## config.mk

```make
export PLATFORM = sky130hd
export DESIGN_NAME = uart_cmd_ctrl
export DESIGN_NICKNAME = d
export VERILOG_FILES = /design/src/rtl/uart_cmd_ctrl.sv
export SDC_FILE = /design/constraint.sdc
export NUM_CORES = 1
export LEC_CHECK = 0
export ABC_AREA = 1
export CAP_MARGIN = 20
export CORE_MARGIN = 2
export CORE_UTILIZATION = 45
export CTS_BUF_LIST = sky130_fd_sc_hd__clkbuf_4
export CTS_CLUSTER_SIZE = 16
export DETAILED_ROUTE_END_ITERATION = 8
export PLACE_DENSITY = 0.69
export SETUP_SLACK_MARGIN = 0.02
export SLEW_MARGIN = 0
export SYNTH_ARGS = -nofsm -noshare
export SYNTH_HDL_FRONTEND = slang
export SYNTH_SLANG_ARGS = --single-unit
```

## constraint.sdc

```tcl
create_clock -name clk_10 -period 2.1 [get_ports clk_10]
set_input_delay 0.315 -clock clk_10 [delete_from_list [all_inputs] [get_ports clk_10]]
set_output_delay 0.315 -clock clk_10 [all_outputs]
set_load 0.01 [all_outputs]
```

## src/rtl/uart_cmd_ctrl.sv

```systemverilog
`timescale 1ns/1ps
// uart_cmd_ctrl
// Command sequencer sitting between a UART receiver byte stream and an
// on-chip register file. Parses frames of the form
//   SYNC, CMD, [DATA when CMD[7]=1], CSUM     (CSUM = byte sum mod 256)
// issues one-cycle register read/write strobes, and returns ACK (+ read
// data) or NAK to the UART transmitter over a valid/ready handshake.
// An inter-byte timeout aborts stalled frames; a saturating error counter
// records checksum failures, timeouts, framing errors and dropped bytes.
//
// Ports:
//   clk_10     in   system clock (10 MHz)
//   rst        in   synchronous active-high reset
//   rx_data    in   [7:0] received byte, qualified by rx_valid
//   rx_valid   in   one-cycle strobe, new byte
//   rx_error   in   one-cycle strobe, receiver framing error
//   reg_addr   out  [6:0] register address, latched from CMD
//   reg_wdata  out  [7:0] write data, latched from DATA
//   reg_we     out  one-cycle write strobe
//   reg_re     out  one-cycle read strobe
//   reg_rdata  in   [7:0] read data, valid the cycle after reg_re
//   tx_data    out  [7:0] response byte
//   tx_valid   out  response byte valid
//   tx_ready   in   transmitter accepts byte
//   busy       out  high whenever the sequencer is not idle
//   err_count  out  [7:0] saturating error counter
module uart_cmd_ctrl #(
  parameter logic [7:0]  SYNC    = 8'h55,
  parameter logic [7:0]  ACK     = 8'hAA,
  parameter logic [7:0]  NAK     = 8'hEE,
  parameter int unsigned TIMEOUT = 8700
) (
  input  logic       clk_10,
  input  logic       rst,
  input  logic [7:0] rx_data,
  input  logic       rx_valid,
  input  logic       rx_error,
  output logic [6:0] reg_addr,
  output logic [7:0] reg_wdata,
  output logic       reg_we,
  output logic       reg_re,
  input  logic [7:0] reg_rdata,
  output logic [7:0] tx_data,
  output logic       tx_valid,
  input  logic       tx_ready,
  output logic       busy,
  output logic [7:0] err_count
);

  localparam int unsigned CNT_W = (TIMEOUT > 1) ? $clog2(TIMEOUT) : 1;
  localparam logic [CNT_W-1:0] CNT_LAST = CNT_W'(TIMEOUT - 1);

  typedef enum logic [2:0] {
    S_IDLE   = 3'd0,
    S_CMD    = 3'd1,
    S_DATA   = 3'd2,
    S_CSUM   = 3'd3,
    S_EXEC   = 3'd4,
    S_RDWAIT = 3'd5,
    S_RESP0  = 3'd6,
    S_RESP1  = 3'd7
  } state_t;

  state_t           state_r, state_s;
  logic [7:0]       sum_r, sum_s;
  logic             write_r, write_s;
  logic [7:0]       hold_r, hold_s;
  logic [CNT_W-1:0] cnt_r, cnt_s;
  logic [6:0]       addr_s;
  logic [7:0]       wdata_s;
  logic             we_s, re_s;
  logic [7:0]       tx_data_s;
  logic             tx_valid_s;
  logic             err_evt_s;
  logic             tx_fire_s;

  assign tx_fire_s = tx_valid & tx_ready;

  // Next-state and next-output decode; every output is registered below.
  always_comb begin
    state_s    = state_r;
    sum_s      = sum_r;
    write_s    = write_r;
    hold_s     = hold_r;
    cnt_s      = cnt_r;
    addr_s     = reg_addr;
    wdata_s    = reg_wdata;
    we_s       = 1'b0;
    re_s       = 1'b0;
    tx_data_s  = tx_data;
    tx_valid_s = tx_valid;
    err_evt_s  = 1'b0;

    case (state_r)
      S_IDLE: begin
        cnt_s = {CNT_W{1'b0}};
        // A framing error wins over a coincident byte, even a SYNC.
        if (rx_error) begin
          err_evt_s = 1'b1;
        end else if (rx_valid && (rx_data == SYNC)) begin
          state_s = S_CMD;
          sum_s   = SYNC;
        end else begin
          state_s = S_IDLE;
        end
      end

      S_CMD, S_DATA, S_CSUM: begin
        if (rx_error) begin
          state_s   = S_IDLE;
          err_evt_s = 1'b1;
          cnt_s     = {CNT_W{1'b0}};
        end else if (rx_valid) begin
          // A byte on the expiry cycle is checked first, so it wins.
          cnt_s = {CNT_W{1'b0}};
          sum_s = sum_r + rx_data;
          case (state_r)
            S_CMD: begin
              addr_s  = rx_data[6:0];
              write_s = rx_data[7];
              state_s = rx_data[7] ? S_DATA : S_CSUM;
            end
            S_DATA: begin
              wdata_s = rx_data;
              state_s = S_CSUM;
            end
            default: begin
              if (rx_data == sum_r) begin
                state_s = S_EXEC;
                we_s    = write_r;
                re_s    = ~write_r;
              end else begin
                tx_data_s  = NAK;
                tx_valid_s = 1'b1;
                err_evt_s  = 1'b1;
                state_s    = S_RESP1;
              end
            end
          endcase
        end else if (cnt_r == CNT_LAST) begin
          state_s   = S_IDLE;
          err_evt_s = 1'b1;
          cnt_s     = {CNT_W{1'b0}};
        end else begin
          cnt_s = cnt_r + CNT_W'(1);
        end
      end

      S_EXEC: begin
        err_evt_s = rx_valid | rx_error;
        if (write_r) begin
          tx_data_s  = ACK;
          tx_valid_s = 1'b1;
          state_s    = S_RESP1;
        end else begin
          state_s = S_RDWAIT;
        end
      end

      S_RDWAIT: begin
        // reg_rdata is valid now; keep it until ACK has been accepted.
        err_evt_s  = rx_valid | rx_error;
        hold_s     = reg_rdata;
        tx_data_s  = ACK;
        tx_valid_s = 1'b1;
        state_s    = S_RESP0;
      end

      S_RESP0: begin
        err_evt_s = rx_valid | rx_error;
        if (tx_fire_s) begin
          tx_data_s = hold_r;
          state_s   = S_RESP1;
        end else begin
          state_s = S_RESP0;
        end
      end

      S_RESP1: begin
        err_evt_s = rx_valid | rx_error;
        if (tx_fire_s) begin
          tx_valid_s = 1'b0;
          state_s    = S_IDLE;
        end else begin
          state_s = S_RESP1;
        end
      end

      default: begin
        state_s    = S_IDLE;
        tx_valid_s = 1'b0;
      end
    endcase
  end

  // State, datapath and output registers with synchronous reset.
  always_ff @(posedge clk_10) begin
    if (rst) begin
      state_r   <= S_IDLE;
      sum_r     <= 8'h00;
      write_r   <= 1'b0;
      hold_r    <= 8'h00;
      cnt_r     <= {CNT_W{1'b0}};
      reg_addr  <= 7'h00;
      reg_wdata <= 8'h00;
      reg_we    <= 1'b0;
      reg_re    <= 1'b0;
      tx_data   <= 8'h00;
      tx_valid  <= 1'b0;
      busy      <= 1'b0;
    end else begin
      state_r   <= state_s;
      sum_r     <= sum_s;
      write_r   <= write_s;
      hold_r    <= hold_s;
      cnt_r     <= cnt_s;
      reg_addr  <= addr_s;
      reg_wdata <= wdata_s;
      reg_we    <= we_s;
      reg_re    <= re_s;
      tx_data   <= tx_data_s;
      tx_valid  <= tx_valid_s;
      busy      <= (state_s != S_IDLE);
    end
  end

  // Saturating error counter; simultaneous sources count once.
  always_ff @(posedge clk_10) begin
    if (rst) begin
      err_count <= 8'h00;
    end else if (err_evt_s && (err_count != 8'hFF)) begin
      err_count <= err_count + 8'd1;
    end else begin
      err_count <= err_count;
    end
  end

endmodule

```

-- Word-level counts from Yosys, hierarchy flattened
Cells that the tools add are included.
- add/sub/neg operators: 3
- eq/ne operators: 20
- mux-type cells: 42
- bitwise logic cells: 7
- reductions and logical operators: 16
- operators with widths (kind ; number):
    $mux 8 ; 10
    $mux 14 ; 3
    $pmux 8 s4 ; 1
    $pmux 14 s2 ; 1
    $ne 2x2->1 const B ; 9
    $pmux 3 s6 ; 1
    $pmux 8 s2 ; 1
    $mux 1 ; 15
    $mux 3 ; 5
    $add 14x1->14 const B ; 1
    $eq 14x14->1 const B ; 1
    $reduce_and 7->1 ; 2
    $eq 3x3->1 const B ; 4
    $add 8x1->8 const B ; 1
    $add 8x8->8 ; 1
    $eq 8x7->1 const B ; 1
    $eq 8x8->1 ; 1
    $ne 8x8->1 const B ; 1
    $reduce_and 4->1 ; 2
    $reduce_bool 4->1 ; 2
    $reduce_or 7->1 ; 1
    $eq 3x2->1 const B ; 2
    $pmux 3 s2 ; 1
    $not 1->1 ; 5
    14 further kinds ; 16
- flip-flop bits (word level): 69
- output and inout port bits: 35

-- Longest topological paths before layout
- depth after elaboration: 7
- mapped depth: 13
- depth with buffers taken out: 12

-- Worst setup path after synthesis
Ideal clock, no wire load.
- path kind: input-to-reg
- from: in rx_data[5]
- to: reg tx_valid
- setup time: 0.118 ns
- arrival time: 1.488 ns
- data required time: 1.982 ns
- setup slack: 0.494 ns
- stages: 12
- buffers on the path: 1
- cells stage by stage: ha_1 clkbuf_1 inv_1 nand2_1 nor2_1 nand3_1 inv_1 nand2_1 o21ai_0 nor2_1 o21ai_1 nor2_1
- word-level cells in the longest chain between the ends: 3
- ends and longest elaborated chain (element ; RTL line ; RTL):
    start, declared ; 35 ; input logic [7:0] rx_data,
    $eq 8x8->1 ; 128 ; if (rx_data == sum_r) begin
    $ne 2x2->1 (no line) ; n/a ;
    $reduce_and 7->1 (no line) ; n/a ;
    end signal, assigned ; 222 ; tx_valid <= tx_valid_s;
    end, declared ; 44 ; output logic tx_valid,
No other way between the ends.
A chain may end at the register's enable or synchronous reset.

-- Final worst setup path
- from: reg err_count[2]
- to: out err_count[2]
- RTL lines (element ; RTL line ; RTL):
    start, declared ; 47 ; output logic [7:0] err_count
    start signal, assigned ; 232 ; err_count <= err_count + 8'd1;
    start signal, assigned ; 234 ; err_count <= err_count;
No word-level cell between the ends.

==> run summary <==
The share of post-route cells with drive strength above 1 works out to 0.112. TritonCTS built the clock tree. For the post-layout net count, the log shows 580. The most used flip-flop cell after synthesis is sky130_fd_sc_hd__dfxtp_1. For the internal power contribution, the log shows 1.89 mW.

In this run the core area contains 31 standard-cell rows. Across all register-to-register paths, the minimum setup slack is 0.37 ns. Setup repair after global routing left no endpoint under its margin. The logs give 21 for the maximum number of pins on one net before global-route repair and 0 for the hold buffer count at CTS. The worst slew slack as a fraction of its limit is 0.660, and the floorplan die width is 90.9 um.

The buffering stage count on the worst path with inverters included was 1; the number of remaining DRC errors was 0. The clock-pin slew reported for the worst setup and hold paths after clock tree synthesis was 0.11 ns; the time the final worst path needs with I/O delays and setup was 1.80 ns. Total count of max-transition violations in the final report: 0. The tools report the initial core utilization as 0.466.

The total power divided by cell area was 569 nW/um^2; the final worst clock skew was 0.00893 ns. The actual slew at the worst max-slew pin is 0.509 ns, and the share of the core filled with cells in the final layout is 0.593. The tools report the global-route wire length before repair as 14.0 mm.

The share of total power consumed by net switching is 0.232. The number of distinct library cells after synthesis is 35, and the detail-routed net length per standard cell is 12.4 um. The kind of critical path was register to primary output. For the top-level port count, the log shows 56. The final route contains 3309 vias.

The repair_antennas step left the layout with diodes totalling 0. Footprint of the multi-input gates: 1750 um^2. Launching element of the worst setup path: err_count[2].

The sequential standard cell area came out at 1380 um^2. The run gives 4 as the number of iterations in the first detailed-routing pass. The endpoint identified for the worst register-to-register timing path is err_count[3]. Total power for the finished layout comes to 2.46 mW. In this run the power spent charging and discharging nets is 0.571 mW. The logs give 3123 for the via count of the first global-routing pass and 9 for the number of buffers created by CTS. Counting cells, the worst reg-to-reg path comes to 12. Global-route total usage across every layer: 0.207. Routability-driven placement finished with a final weighted congestion of 0.926. The cell area after synthesis was 3400 um^2. STA puts the critical path data arrival time at 1.48 ns. The post-placement setup slack came out at -0.0823 ns.

The required time at the endpoint of the critical path is 1.78 ns. Number of enable-type register cells in the synthesized netlist: 0. Once routing completed, OpenROAD measured the worst setup slack at 0.301 ns. For the maximum resistive drop on vdd, the log shows 0.288 mV.

The fraction of registers with async set or reset after synthesis was 0; the number of warnings printed during yosys synthesis was 0. The number of setup buffers added after CTS is 0. The logs give 475 for the post-synthesis instance total and 2 for the maximum clock path buffer count. The run gives 0.41 ns as the later-pin clock latency in the skew report. The leakage component of the power came out at 1.84 nW. Critical path depth in cells: 1. The run gives 8260 um^2 as the overall die area.

Among cell families on the critical path, the largest total delay comes from buffers and inverters. The proportion of synthesized chip area in sequential cells was 0.406. The slowest stage of the critical path is the sky130_fd_sc_hd__clkdlybuf4s50_1 cell. The average via count per standard cell works out to 5.07. The H-tree was split into 3 levels.

The worst register-to-register path begins at sum_r[3]. For the sum of negative setup slack, the log shows 0 ns. Count of endpoints failing setup in the final report: 0.

The final layout contains routed wiring with a total length of 8.08 mm. Counting every net in the synthesized netlist gives 506. The run gives 637 as the placed cell count.

Area overhead of the layout relative to synthesis: 27.2%. The tools report the critical path startpoint category as a register. The top fanout value on the critical path came out at 7. Buffers placed on the I/O ports in this run total 55. The flow ran to the end, and the final reports show no timing, DRC or antenna violations.

The core region is 7290 um^2. The maximum achievable frequency is 556 MHz. The critical path goes through clkdlybuf4s50_1. The worst hold path class was register to register. The clock drives 69 sinks. For this block, the initial DRC count from the detailed router was 132. The mean instance size in the synthesized netlist was 7.15 um^2; the total of cells resized after clock tree synthesis was 0.

Following the worst setup path forward leads to its endpoint at err_count[2]. Kind of capture point of the worst setup path: a primary output. For this run the aggregate overflow at the end of global routing stands at 0.

For the count of non-filler cells in the finished layout, the log shows 653. The final worst-path cycle share was 0.857; the count of state elements after synthesis was 69. The power share of the sequential group was 0.536. The number of antenna-violating nets in the routed design came out at 0.

The run gives 0 as the number of antenna violations at the first check in global routing. The post-DP HPWL is 6.11 mm. The relative contribution of combinational cells to total power was 0.065; the fill cell instance count of the final layout was 726. The tools report the cell at the root of the clock tree as sky130_fd_sc_hd__clkbuf_4.

The run gives 0 as the number of failing hold endpoints at the final stage. Across the run, the number of max-cap violations was 0. The vertical die dimension was 90.9 um; the largest stage delay on the critical path was 0.59 ns. Power share of the clock group: 0.399.
==> worst min-delay path by stage <==
stage / startpoint / endpoint / slack, ns / cells past startpoint
3_5_place_dp: write_r / reg_re / 0.43 / 1
5_1_grt: reg_rdata[3] / hold_r[3] / 0.46 / 3
3_3_place_gp: hold_r[2] / hold_r[2] / 0.43 / 2
2_1_floorplan: rst / err_count[7] / 0.38 / 1
6_report: write_r / reg_re / 0.45 / 1
4_1_cts: write_r / reg_re / 0.44 / 1
==> area by class of cell <==
class,count,share of cell area
inverter,57,0.0501
clock inverter,6,0.0200
tap,99,0.0287
timing repair buffer,73,0.159
clock buffer,10,0.0174
sequential,69,0.320
multi-input combinational,339,0.405
==> power by group through the flow <==
stage	sequential, mW	clock [mW]	combinational, mW
after floorplan	1.35	0	0.0627
after global placement	1.35	0	0.156
after detailed placement	1.35	0	0.157
after CTS	1.32	1.01	0.158
after global routing	1.32	1.07	0.175
final	1.32	0.981	0.159
==> cell usage after synthesis (all sizes together), types with 2 or more instances <==
cell    instances  area [um^2]
a21oi          41          209
a31oi           2         12.5
buf             4         26.3
clkbuf          6         22.5
dfxtp          69         1380
ha              9          113
inv            57          216
nand2          82          323
nand3          36          190
nand4           8         65.1
nor2           83          339
nor3           14         91.3
o21ai          42          210
xnor2           6         52.6
xor2            9         78.8
==> per-stage QoR <==
stage / cell area [um^2] / hold WS, ns
after global placement: 4160 / 0.433
after CTS: 4320 / 0.445
after floorplan: 3400 / 0.384
after global routing: 4320 / 0.457
after detailed placement: 4160 / 0.433
final: 4320 / 0.447
==> state kept, by name (all words and copies together) (netlist names), 3 cells and up <==
name and cells:
cnt_r 14, err_count 8, hold_r 8, reg_addr 7
reg_wdata 8, state_r 3, sum_r 8, tx_data 8
==> routing by layer <==
metal | track usage | vias up | share of wire
met1 | 0.269 | 1538 | 0.47
li1 | - | 1699 | -
met4 | 0.0783 | 0 | 0.016
met3 | 0.0367 | 12 | 0.036
met2 | 0.345 | 60 | 0.48
met5 | 0 | - | 0
==> cell families after synthesis <==
kind of cell	count (synthesis)	synth area share
flip-flops	69	0.406
buffers and inverters	67	0.0781
XOR/XNOR	15	0.0387
AND/OR/NAND/NOR	225	0.300
adder cells (fa/ha/maj)	10	0.0390
AO/OA/AOI/OAI	89	0.137
==> layout by cell type (no fill, tap or decap), types with 9 or more instances in the layout <==
master	count
sky130_fd_sc_hd__xor2_1	9
sky130_fd_sc_hd__dfxtp_1	68
sky130_fd_sc_hd__a21oi_1	40
sky130_fd_sc_hd__clkdlybuf4s50_1	55
sky130_fd_sc_hd__inv_1	49
sky130_fd_sc_hd__clkbuf_4	10
sky130_fd_sc_hd__nor3_1	11
sky130_fd_sc_hd__buf_4	18
sky130_fd_sc_hd__nor2_1	76
sky130_fd_sc_hd__nand2_1	78
sky130_fd_sc_hd__nand3_1	34
sky130_fd_sc_hd__ha_1	9
sky130_fd_sc_hd__o21ai_0	41
==> worst register-to-register path, cell delays in order, from the launching register on <==
cell and delay, ns:
sky130_fd_sc_hd__dfxtp_1 0.35, sky130_fd_sc_hd__ha_1 0.29, sky130_fd_sc_hd__inv_1 0.07, sky130_fd_sc_hd__nand2_1 0.05, sky130_fd_sc_hd__nor2_1 0.10, sky130_fd_sc_hd__nand3_1 0.11
sky130_fd_sc_hd__nand2_1 0.07, sky130_fd_sc_hd__nand2_1 0.05, sky130_fd_sc_hd__nand2_1 0.10, sky130_fd_sc_hd__nand2_4 0.10, sky130_fd_sc_hd__nand2_2 0.15, sky130_fd_sc_hd__nand2_1 0.08
sky130_fd_sc_hd__a21oi_1 0.14
No activity file was read; power rests on OpenSTA's default activity.
